## src/rtl/muldiv_unit_pkg.sv

```systemverilog
// Shared types for the iterative multiply/divide unit: op codes and FSM states.
package muldiv_unit_pkg;

   typedef enum logic [2:0] {
      MULT  = 3'd0,
      MULTU = 3'd1,
      DIV   = 3'd2,
      DIVU  = 3'd3,
      MTHI  = 3'd4,
      MTLO  = 3'd5
   } muldiv_op_t;

   typedef logic [1:0] muldiv_state_t;

   localparam muldiv_state_t ST_IDLE = 2'd0;
   localparam muldiv_state_t ST_CALC = 2'd1;
   localparam muldiv_state_t ST_FIX  = 2'd2;

   // True for the ops that run through the iterative datapath.
   function automatic logic is_arith_op(input logic [2:0] op);
      return (op == MULT) || (op == MULTU) || (op == DIV) || (op == DIVU);
   endfunction

   // True for the signed variants, whose operands are converted to magnitudes.
   function automatic logic is_signed_op(input logic [2:0] op);
      return (op == MULT) || (op == DIV);
   endfunction

endpackage

```

## src/rtl/muldiv_unit_if.sv

```systemverilog
// Issue/result bus between the execute-stage controller and the mul/div unit.
interface muldiv_if
   import muldiv_unit_pkg::*;
#(
   parameter int WIDTH = 32
);
   logic                            start;
   logic [$bits(muldiv_op_t)-1:0]   op;
   logic [WIDTH-1:0]                a;
   logic [WIDTH-1:0]                b;
   logic                            flush;
   logic                            busy;
   logic                            done;
   logic [WIDTH-1:0]                hi;
   logic [WIDTH-1:0]                lo;

   modport master (output start, op, a, b, flush, input busy, done, hi, lo);
   modport slave  (input start, op, a, b, flush, output busy, done, hi, lo);
endinterface

```

## src/rtl/muldiv_unit_d_en_reg.sv

```systemverilog
// Plain enabled register with asynchronous clear, used for HI and LO.
module d_en_reg #(
   parameter int WIDTH = 32
) (
   input  logic             clock,
   input  logic             reset,
   input  logic             en_i,
   input  logic [WIDTH-1:0] d_i,
   output logic [WIDTH-1:0] q_o
);

   // Load on enable, clear on reset.
   always_ff @(posedge clock or posedge reset) begin
      if (reset)     q_o <= '0;
      else if (en_i) q_o <= d_i;
   end

endmodule

```

## src/rtl/muldiv_unit.sv

```systemverilog
// Iterative multiply/divide unit owning HI/LO. Fixed WIDTH-cycle CALC phase
// followed by one FIX cycle for sign correction and the register write.
module muldiv_unit
   import muldiv_unit_pkg::*;
#(
   parameter int WIDTH = 32
) (
   input  logic   clock,
   input  logic   reset,
   muldiv_if.slave bus
);

   localparam int CNT_W = $clog2(WIDTH + 1);

   muldiv_state_t        state_q, state_d;
   logic [CNT_W-1:0]     cnt_q, cnt_d;
   logic                 is_div_q, is_div_d;
   logic                 neg_res_q, neg_res_d;
   logic                 neg_rem_q, neg_rem_d;
   logic                 dz_q, dz_d;
   logic [WIDTH-1:0]     a_raw_q, a_raw_d;
   logic [WIDTH-1:0]     opnd_q, opnd_d;
   logic [2*WIDTH-1:0]   acc_q, acc_d;
   logic [WIDTH-1:0]     rem_q, rem_d;
   logic                 done_q, done_d;

   logic                 hi_en, lo_en;
   logic [WIDTH-1:0]     hi_d, lo_d;
   logic [WIDTH-1:0]     res_hi, res_lo;

   logic                 sgn_op;
   logic [WIDTH-1:0]     mag_a, mag_b;
   logic [WIDTH:0]       mul_sum;
   logic [WIDTH:0]       div_shift;
   logic [WIDTH:0]       div_diff;
   logic [2*WIDTH-1:0]   prod_fix;

   // Operand magnitudes and per-iteration arithmetic.
   always_comb begin
      sgn_op    = is_signed_op(bus.op);
      mag_a     = (sgn_op && bus.a[WIDTH-1]) ? -bus.a : bus.a;
      mag_b     = (sgn_op && bus.b[WIDTH-1]) ? -bus.b : bus.b;
      mul_sum   = {1'b0, acc_q[2*WIDTH-1:WIDTH]}
                + ({1'b0, opnd_q} & {(WIDTH+1){acc_q[0]}});
      div_shift = {rem_q, acc_q[WIDTH-1]};
      div_diff  = div_shift - {1'b0, opnd_q};
      prod_fix  = neg_res_q ? -acc_q : acc_q;
   end

   // Sign-corrected final result, with the divide-by-zero override.
   always_comb begin
      res_hi = '0;
      res_lo = '0;
      if (!is_div_q) begin
         res_hi = prod_fix[2*WIDTH-1:WIDTH];
         res_lo = prod_fix[WIDTH-1:0];
      end else if (dz_q) begin
         res_hi = a_raw_q;
         res_lo = '1;
      end else begin
         res_hi = neg_rem_q ? -rem_q : rem_q;
         res_lo = neg_res_q ? -acc_q[WIDTH-1:0] : acc_q[WIDTH-1:0];
      end
   end

   // FSM, datapath next state and HI/LO write enables.
   always_comb begin
      state_d   = state_q;
      cnt_d     = cnt_q;
      is_div_d  = is_div_q;
      neg_res_d = neg_res_q;
      neg_rem_d = neg_rem_q;
      dz_d      = dz_q;
      a_raw_d   = a_raw_q;
      opnd_d    = opnd_q;
      acc_d     = acc_q;
      rem_d     = rem_q;
      done_d    = 1'b0;
      hi_en     = 1'b0;
      lo_en     = 1'b0;
      hi_d      = bus.a;
      lo_d      = bus.a;

      if (bus.flush) begin
         state_d = ST_IDLE;
      end else begin
         case (state_q)
            ST_IDLE: begin
               if (bus.start && is_arith_op(bus.op)) begin
                  state_d   = ST_CALC;
                  cnt_d     = '0;
                  is_div_d  = (bus.op == DIV) || (bus.op == DIVU);
                  neg_res_d = sgn_op && (bus.a[WIDTH-1] ^ bus.b[WIDTH-1]);
                  neg_rem_d = sgn_op && bus.a[WIDTH-1];
                  dz_d      = ((bus.op == DIV) || (bus.op == DIVU)) && (bus.b == '0);
                  a_raw_d   = bus.a;
                  opnd_d    = mag_b;
                  acc_d     = {{WIDTH{1'b0}}, mag_a};
                  rem_d     = '0;
               end else if (bus.start && (bus.op == MTHI)) begin
                  hi_en = 1'b1;
               end else if (bus.start && (bus.op == MTLO)) begin
                  lo_en = 1'b1;
               end
            end
            ST_CALC: begin
               if (!is_div_q) begin
                  acc_d = {mul_sum, acc_q[WIDTH-1:1]};
               end else if (!div_diff[WIDTH]) begin
                  rem_d = div_diff[WIDTH-1:0];
                  acc_d = {acc_q[2*WIDTH-1:WIDTH], acc_q[WIDTH-2:0], 1'b1};
               end else begin
                  rem_d = div_shift[WIDTH-1:0];
                  acc_d = {acc_q[2*WIDTH-1:WIDTH], acc_q[WIDTH-2:0], 1'b0};
               end
               cnt_d = cnt_q + 1'b1;
               if (cnt_q == CNT_W'(WIDTH - 1)) state_d = ST_FIX;
            end
            ST_FIX: begin
               state_d = ST_IDLE;
               done_d  = 1'b1;
               hi_en   = 1'b1;
               lo_en   = 1'b1;
               hi_d    = res_hi;
               lo_d    = res_lo;
            end
            default: state_d = ST_IDLE;
         endcase
      end
   end

   // Control and datapath state, all cleared by the asynchronous reset.
   always_ff @(posedge clock or posedge reset) begin
      if (reset) begin
         state_q   <= ST_IDLE;
         cnt_q     <= '0;
         is_div_q  <= 1'b0;
         neg_res_q <= 1'b0;
         neg_rem_q <= 1'b0;
         dz_q      <= 1'b0;
         a_raw_q   <= '0;
         opnd_q    <= '0;
         acc_q     <= '0;
         rem_q     <= '0;
         done_q    <= 1'b0;
      end else begin
         state_q   <= state_d;
         cnt_q     <= cnt_d;
         is_div_q  <= is_div_d;
         neg_res_q <= neg_res_d;
         neg_rem_q <= neg_rem_d;
         dz_q      <= dz_d;
         a_raw_q   <= a_raw_d;
         opnd_q    <= opnd_d;
         acc_q     <= acc_d;
         rem_q     <= rem_d;
         done_q    <= done_d;
      end
   end

   d_en_reg #(.WIDTH(WIDTH)) u_hi (
      .clock (clock),
      .reset (reset),
      .en_i  (hi_en),
      .d_i   (hi_d),
      .q_o   (bus.hi)
   );

   d_en_reg #(.WIDTH(WIDTH)) u_lo (
      .clock (clock),
      .reset (reset),
      .en_i  (lo_en),
      .d_i   (lo_d),
      .q_o   (bus.lo)
   );

   assign bus.busy = (state_q != ST_IDLE);
   assign bus.done = done_q;

endmodule

```

## src/flat_wrapper.sv

```systemverilog
// flat-port wrapper written by rule: the top's interface ports become plain ports
module muldiv_unit_flat import muldiv_unit_pkg::*;
#(
   parameter int WIDTH = 32
)
  (clock, reset, bus_start, bus_op, bus_a, bus_b, bus_flush, bus_busy, bus_done, bus_hi, bus_lo);
  muldiv_if #(.WIDTH(WIDTH)) bus_i ();
  input  logic clock;
  input  logic reset;
  input wire logic [$bits(bus_i.start)-1:0] bus_start;
  input wire logic [$bits(bus_i.op)-1:0] bus_op;
  input wire logic [$bits(bus_i.a)-1:0] bus_a;
  input wire logic [$bits(bus_i.b)-1:0] bus_b;
  input wire logic [$bits(bus_i.flush)-1:0] bus_flush;
  output wire logic [$bits(bus_i.busy)-1:0] bus_busy;
  output wire logic [$bits(bus_i.done)-1:0] bus_done;
  output wire logic [$bits(bus_i.hi)-1:0] bus_hi;
  output wire logic [$bits(bus_i.lo)-1:0] bus_lo;
  assign bus_i.start = bus_start;
  assign bus_i.op = bus_op;
  assign bus_i.a = bus_a;
  assign bus_i.b = bus_b;
  assign bus_i.flush = bus_flush;
  assign bus_busy = bus_i.busy;
  assign bus_done = bus_i.done;
  assign bus_hi = bus_i.hi;
  assign bus_lo = bus_i.lo;
  muldiv_unit #(.WIDTH(WIDTH)) u_core (.clock(clock), .reset(reset), .bus(bus_i));
endmodule
```

## config.mk

```make
export PLATFORM = sky130hd
export DESIGN_NAME = muldiv_unit_flat
export DESIGN_NICKNAME = d
export VERILOG_FILES = /design/src/rtl/muldiv_unit_pkg.sv /design/src/rtl/muldiv_unit_if.sv /design/src/rtl/muldiv_unit_d_en_reg.sv /design/src/rtl/muldiv_unit.sv /design/src/flat_wrapper.sv
export SDC_FILE = /design/constraint.sdc
export NUM_CORES = 1
export LEC_CHECK = 0
export ABC_AREA = 1
export BUFFER_PORTS_ARGS = -buffer_cell sky130_fd_sc_hd__buf_2
export CORE_MARGIN = 4
export CORE_UTILIZATION = 25
export CTS_CLUSTER_SIZE = 24
export DETAILED_ROUTE_END_ITERATION = 12
export MAX_ROUTING_LAYER = met4
export PLACE_DENSITY_LB_ADDON = 0.05
export SYNTH_ARGS = -nofsm -noshare
export SYNTH_HDL_FRONTEND = slang
export SYNTH_SLANG_ARGS = --single-unit
```

## constraint.sdc

```tcl
create_clock -name clock -period 8.2 [get_ports clock]
set_clock_uncertainty 0.05 [all_clocks]
set_input_delay 0.41 -clock clock [delete_from_list [all_inputs] [get_ports clock]]
set_output_delay 0.41 -clock clock [all_outputs]
set_load 0.02 [all_outputs]
```

# After elaboration in Yosys (flattened, before gate mapping)
# Index checks and enable logic that the tools add are counted.
# totals
elab_cells	98
register_bits	237
out_inout_bits	66
# classes
n_reduce_logical	22
add_sub_neg	8
n_mux	38
n_bitwise	3
n_eq_ne	13
# op_table
cell	count
32-bit two-way mux	15
64-bit two-way mux	3
32-bit negator	4
64-bit one-hot mux with 2 select lines	1
64-bit negator	1
32-bit one-hot mux with 2 select lines	1
32-bit by 33-bit adder with 33-bit output	1
32-bit by 33-bit bitwise AND with 33-bit output	1
33-bit by 32-bit subtractor with 33-bit output	1
32-bit logical NOT	1
6-bit one-hot mux with 2 select lines	1
1-bit two-way mux	10
4-bit AND reduction	2
1-bit logical AND	7
6-bit by 1-bit adder with 6-bit output (second input constant)	1
3-bit by 2-bit equality test with 1-bit output (second input constant)	2
3-bit equality test (second input constant)	2
6-bit by 5-bit equality test with 1-bit output (second input constant)	1
2-bit two-way mux	3
6-bit two-way mux	1
3-bit by 2-bit inequality test with 1-bit output (second input constant)	2
3-bit AND reduction	2
1-bit logical OR	5
2-bit by 1-bit inequality test with 1-bit output (second input constant)	2
12 further kinds	14

# Depth between registers and ports, before layout
# depth
depth_word	8
depth_mapped	19
ltp_nobuf	17

# Cells and area by module
# A second synthesis with hierarchy kept.
# hier_totals
cells_unflattened	3516
hier_area_um2	21104.0
# by_module_without_submodules
module	instances	seq_area_each_um2	cells_per_inst	area_per_inst_um2
muldiv_unit	1	4329.2	3242	18511.5
d_en_reg	2	800.8	137	1296.2

# Worst setup path before layout
# No wires, ideal clock.
# synth_timing
kind	flip-flop to flip-flop
from	register u_core.acc_q[0]
to	register u_core.acc_q[61]
path_slack_ns	5.560
setup_time_ns	0.118
n_path_buf	2
required_ns	8.032
arrival_ns	2.472
stages_incl_launch_ff	20
path_cell_list	dfrtp_1 > buf_2 > buf_1 > nand2_1 > inv_1 > ha_1 > inv_1 > fa_1 > inv_1 > nand2_1 > o21ai_0 > nand2_1 > nand2_1 > nand3_1 > nand2_1 > nand3_1 > nand2_1 > nand2_1 > nand3_1 > nand2_1
# synth_via
elab_chain_cells	4
# synth_lines
element	line_no	source
from (decl)	muldiv_unit.sv:23	logic [2*WIDTH-1:0] acc_q, acc_d;
from (signal assigned)	muldiv_unit.sv:143	acc_q <= '0;
from (signal assigned)	muldiv_unit.sv:155	acc_q <= acc_d;
32-bit by 33-bit bitwise AND with 33-bit output	muldiv_unit.sv:44	+ ({1'b0, opnd_q} & {(WIDTH+1){acc_q[0]}});
32-bit by 33-bit adder with 33-bit output	muldiv_unit.sv:44	
64-bit two-way mux	muldiv_unit.sv:107	if (!is_div_q) begin
64-bit one-hot mux with 2 select lines	muldiv_unit.sv:87	case (state_q)
# Every way passes these cells. The select of a mux whose other input is x is not followed.
# A chain may end at the register's enable or synchronous reset.

# Final worst setup path
# layout_timing
from	register u_core.acc_q[31]
to	register u_core.rem_q[10]
# layout_via
elab_chain_cells	4
# layout_lines
element	line_no	source
33-bit by 32-bit subtractor with 33-bit output	muldiv_unit.sv:46	div_diff = div_shift - {1'b0, opnd_q};
32-bit two-way mux	muldiv_unit.sv:109	end else if (!div_diff[WIDTH]) begin
32-bit two-way mux	muldiv_unit.sv:107	
32-bit one-hot mux with 2 select lines	muldiv_unit.sv:87	
to (signal assigned)	muldiv_unit.sv:156	rem_q <= rem_d;
to (decl)	muldiv_unit.sv:24	logic [WIDTH-1:0] rem_q, rem_d;
# Every way passes these cells. The select of a mux whose other input is x is not followed.

==> summary.txt <==
Setup path
  • Crit. End Element: flip-flop
  • Crit path arrival time: about 3.5 ns
  • Worst setup path class: reg -> reg
  • CP startpoint kind: flip-flop
  • Worst path slowest cell: nand2_2
  • CP cell instances: inv_1 > ha_1 > fa_1 > inv_1 > nand2_1 > nand2_1 > nand3_1 > nand2_2 > nand2_1 > nand2_2 > nand2_2 > nand2_2 > nand2_2 > nand2_2 > nand2_1 > nand3_1 > nand2_1
  • Worst EP required: 8.58 ns
  • CP bufs+invs: 2
  • Crit path max fanout: 32
  • Crit path top cell by count: nand2_2
  • Max incr delay on CP: ~0.53 ns
  • CP top delay family: simple AND/OR/NAND/NOR gates

Logic synthesis
  • Register bit total from synthesis: 237
  • Syn_area_per_cell: 6.11 sq um
  • Yosys Warn Count: 0
  • Cell Area, Synth: just over 20000 sq um
  • Post-synth EDFFs: 0
  • Syn Nets: 3494
  • Cell with the most instances after synthesis: nand2_1
  • Ys flop type: dfrtp_1
  • Synth area leader: dfrtp_1
  • Top-area cell type share of the netlist area: 0.290
  • Synth cell types: a little under 50
  • Commonest cells in the netlist: nand2_1 (1082), inv_1 (447), nor2_1 (365), nand3_1 (306), dfrtp_1 (237)
  • Gate Count Post-Synth: 3352
  • FFs w/ async S/R, synth: 1.00
  • Sequential area share after synthesis: 0.290
  • Top cells by area, synth: dfrtp_1 (29%), nand2_1 (20%), inv_1 (8.2%)

Pwr
  • PwrDens: 237 nW/um^2
  • Max VDD drop: about 0.11 mV
  • LEAKAGE: 12.3 nW

Clock network
  • PostCTS Resize Cnt: 0
  • Total setup buffers inserted after CTS: 0
  • CTS H-tree lvls: 2
  • Deepest clock path buffer count: 3
  • CTS root buf: clkbuf_16
  • Clk sink count: 237
  • Reg clk slew, reported paths: 0.07 ns
  • Clock latency on the worst-skew pair: 0.56 ns
  • Total CTS buffers: 34
  • CTS tree: yes
  • Hold buffer count at CTS: 0

Timing
  • Max-slew headroom: 0.290
  • Final hold vios: 17
  • Min Tclk post-route: between 3 and 4 ns
  • Max Transition Viols Final: 0
  • Worst Max-Slew Pin Slew: 1.06 ns
  • Hold slack: -0.0282 ns
  • RSZ-0062 raised after global routing: no
  • Final setup viols: 0
  • Fmax: between 300 and 400 MHz
  • Final setup TNS: 0 ns
  • Final Cycle Share: 0.385

Placed design
  • Input/output buffers: between 100 and 150
  • Gpl congestion: between 0.9 and 1
  • Hpwl dp: 82600 um
  • Area after DPL: 22200 sq um
  • DP Cell Count: 4457

Global routing
  • Initial antenna violation count: 3
  • Grt ovf: 0
  • Largest net degree at the start of global routing: ~130
  • First-pass GRT wire length: approximately 150000 um
  • Overall Global Routing Usage: 0.242
  • Vias in the first global route: between 20000 and 25000

Finish
  • Nets@finish: 3575
  • Post-route insts no fill: between 4000 and 5000
  • Syn-to-layout area delta: 14.1%
  • Final Instance Area: between 20000 and 25000 sq um
  • Final core utilization: 0.289
  • Share of cells above drive strength 1: 0.0772

Die
  • Die X: a little under 300 um
  • Starting Density: 0.253
  • Die ar.: 86600 sq um
  • Die Span Y: 294 um
  • Ports: ~140
  • Core area: 80800 sq um
  • Row count: 104

Routing
  • ANT nets after route: 0
  • Vias: 22600
  • Routed WL per cell: 22.8 um
  • DRC viols: 0
  • Pre-antenna DRT Iters: 5
  • Vias per inst: 4.99
  • Initial DRC count: between 1500 and 2000
  • Routed WL: 103000 um

Status
  • Status: finished with violations
  • Failing checks: negative hold slack

Worst hold path
  • Hold Path Class: in -> async

Job
  • Maxcap violations: 0
-- sequential cells by signal (all words and copies together) (netlist names) --
register and count:
u_core.acc_q 64, u_core.cnt_q 6, u_core.a_raw_q 32, u_core.opnd_q 32, u_core.rem_q 32, u_core.neg_rem_q 1, u_core.u_lo.q_o 32, u_core.is_div_q 1
u_core.state_q 2, u_core.neg_res_q 1, u_core.dz_q 1, u_core.bus.done 1, u_core.u_hi.q_o 32
-- cell type report --
| cell class | instances | area, sq um |
|---|---|---|
| Antenna cell | 3 | 7.51 |
| Inverter | 457 | 1720 |
| Timing Repair Buffer | 159 | 866 |
| Clock inverter | 13 | 170 |
| Tap cell | 1060 | 1330 |
| Sequential cell | 237 | 5930 |
| Fill cell | 9225 | 57400 |
| Multi-Input combinational cell | 2544 | 12400 |
| Clock buffer | 48 | 985 |
-- routing by layer --
layer / share of wire / global-route usage / vias up
met2: 0.45 / 0.387 / 691
li1: - / - / 11000
met4: 0.037 / 0.0771 / 0
met3: 0.045 / 0.0220 / 122
met5: 0 / - / -
met1: 0.47 / 0.325 / 10800
-- cells by family after synthesis --
group           count (synthesis)  synth area share
buf+inv                       571             0.109
flops                         237             0.290
fa+ha+maj                      71            0.0441
xor+xnor                       67            0.0286
simple gates                 1903             0.386
compound gates                503             0.143
-- cells in the final DEF (no fill, tap or decap), types with 18 or more instances in the layout --
master / Yosys / routed
a21oi_1: 119 / 119
a221oi_1: 31 / 31
a22oi_1: 24 / 24
buf_2: 21 / 136
buf_4: 2 / 22
clkbuf_16: 0 / 35
dfrtp_1: 237 / 236
ha_1: 69 / 69
inv_1: 447 / 445
nand2_1: 1082 / 1080
nand3_1: 306 / 306
nand3b_1: 21 / 21
nand4_1: 40 / 40
nor2_1: 365 / 360
nor3_1: 40 / 40
o211ai_1: 18 / 18
o21ai_0: 225 / 225
xor2_1: 51 / 51
-- path summary, 6_finish.rpt --
kind                                           startpoint                               to  slack, ns  depth (start not counted)
max reg2reg                  u_core.acc_q[31]$_DFFE_PP0P_     u_core.rem_q[10]$_DFFE_PP0P_       5.05                         17
min                                                 reset  u_core.u_hi.q_o[15]$_DFFE_PP0P_      -0.03                          2
min reg2reg                u_core.u_hi.q_o[1]$_DFFE_PP0P_   u_core.u_hi.q_o[1]$_DFFE_PP0P_       0.44                          2
max                          u_core.acc_q[31]$_DFFE_PP0P_     u_core.rem_q[10]$_DFFE_PP0P_       5.05                         17
max in group asynchronous                           reset    u_core.opnd_q[17]$_DFFE_PP0P_       6.80                          3
min in group clock                               bus_a[1]   u_core.u_hi.q_o[1]$_DFFE_PP0P_       0.08                          3
-- metrics by stage --
stage	hold WS, ns	power (mW)	worst slack, ns
detailed placement	0.423	3.99	5.04
floorplan	0.398	3.03	1.24
finish	-0.0282	5.53	5.05
CTS	0.00176	5.60	5.00
global placement	0.420	4.00	5.09
global route	0.0422	5.89	4.77
-- power by group --
| group | switching, mW | internal, mW | leakage, nW |
|---|---|---|---|
| logic | 1.57 | 0.650 | 8.75 |
| clock network | 0.639 | 0.937 | 0.559 |
| registers | 0.296 | 1.44 | 3.01 |
(Power assumes the default switching activity.)
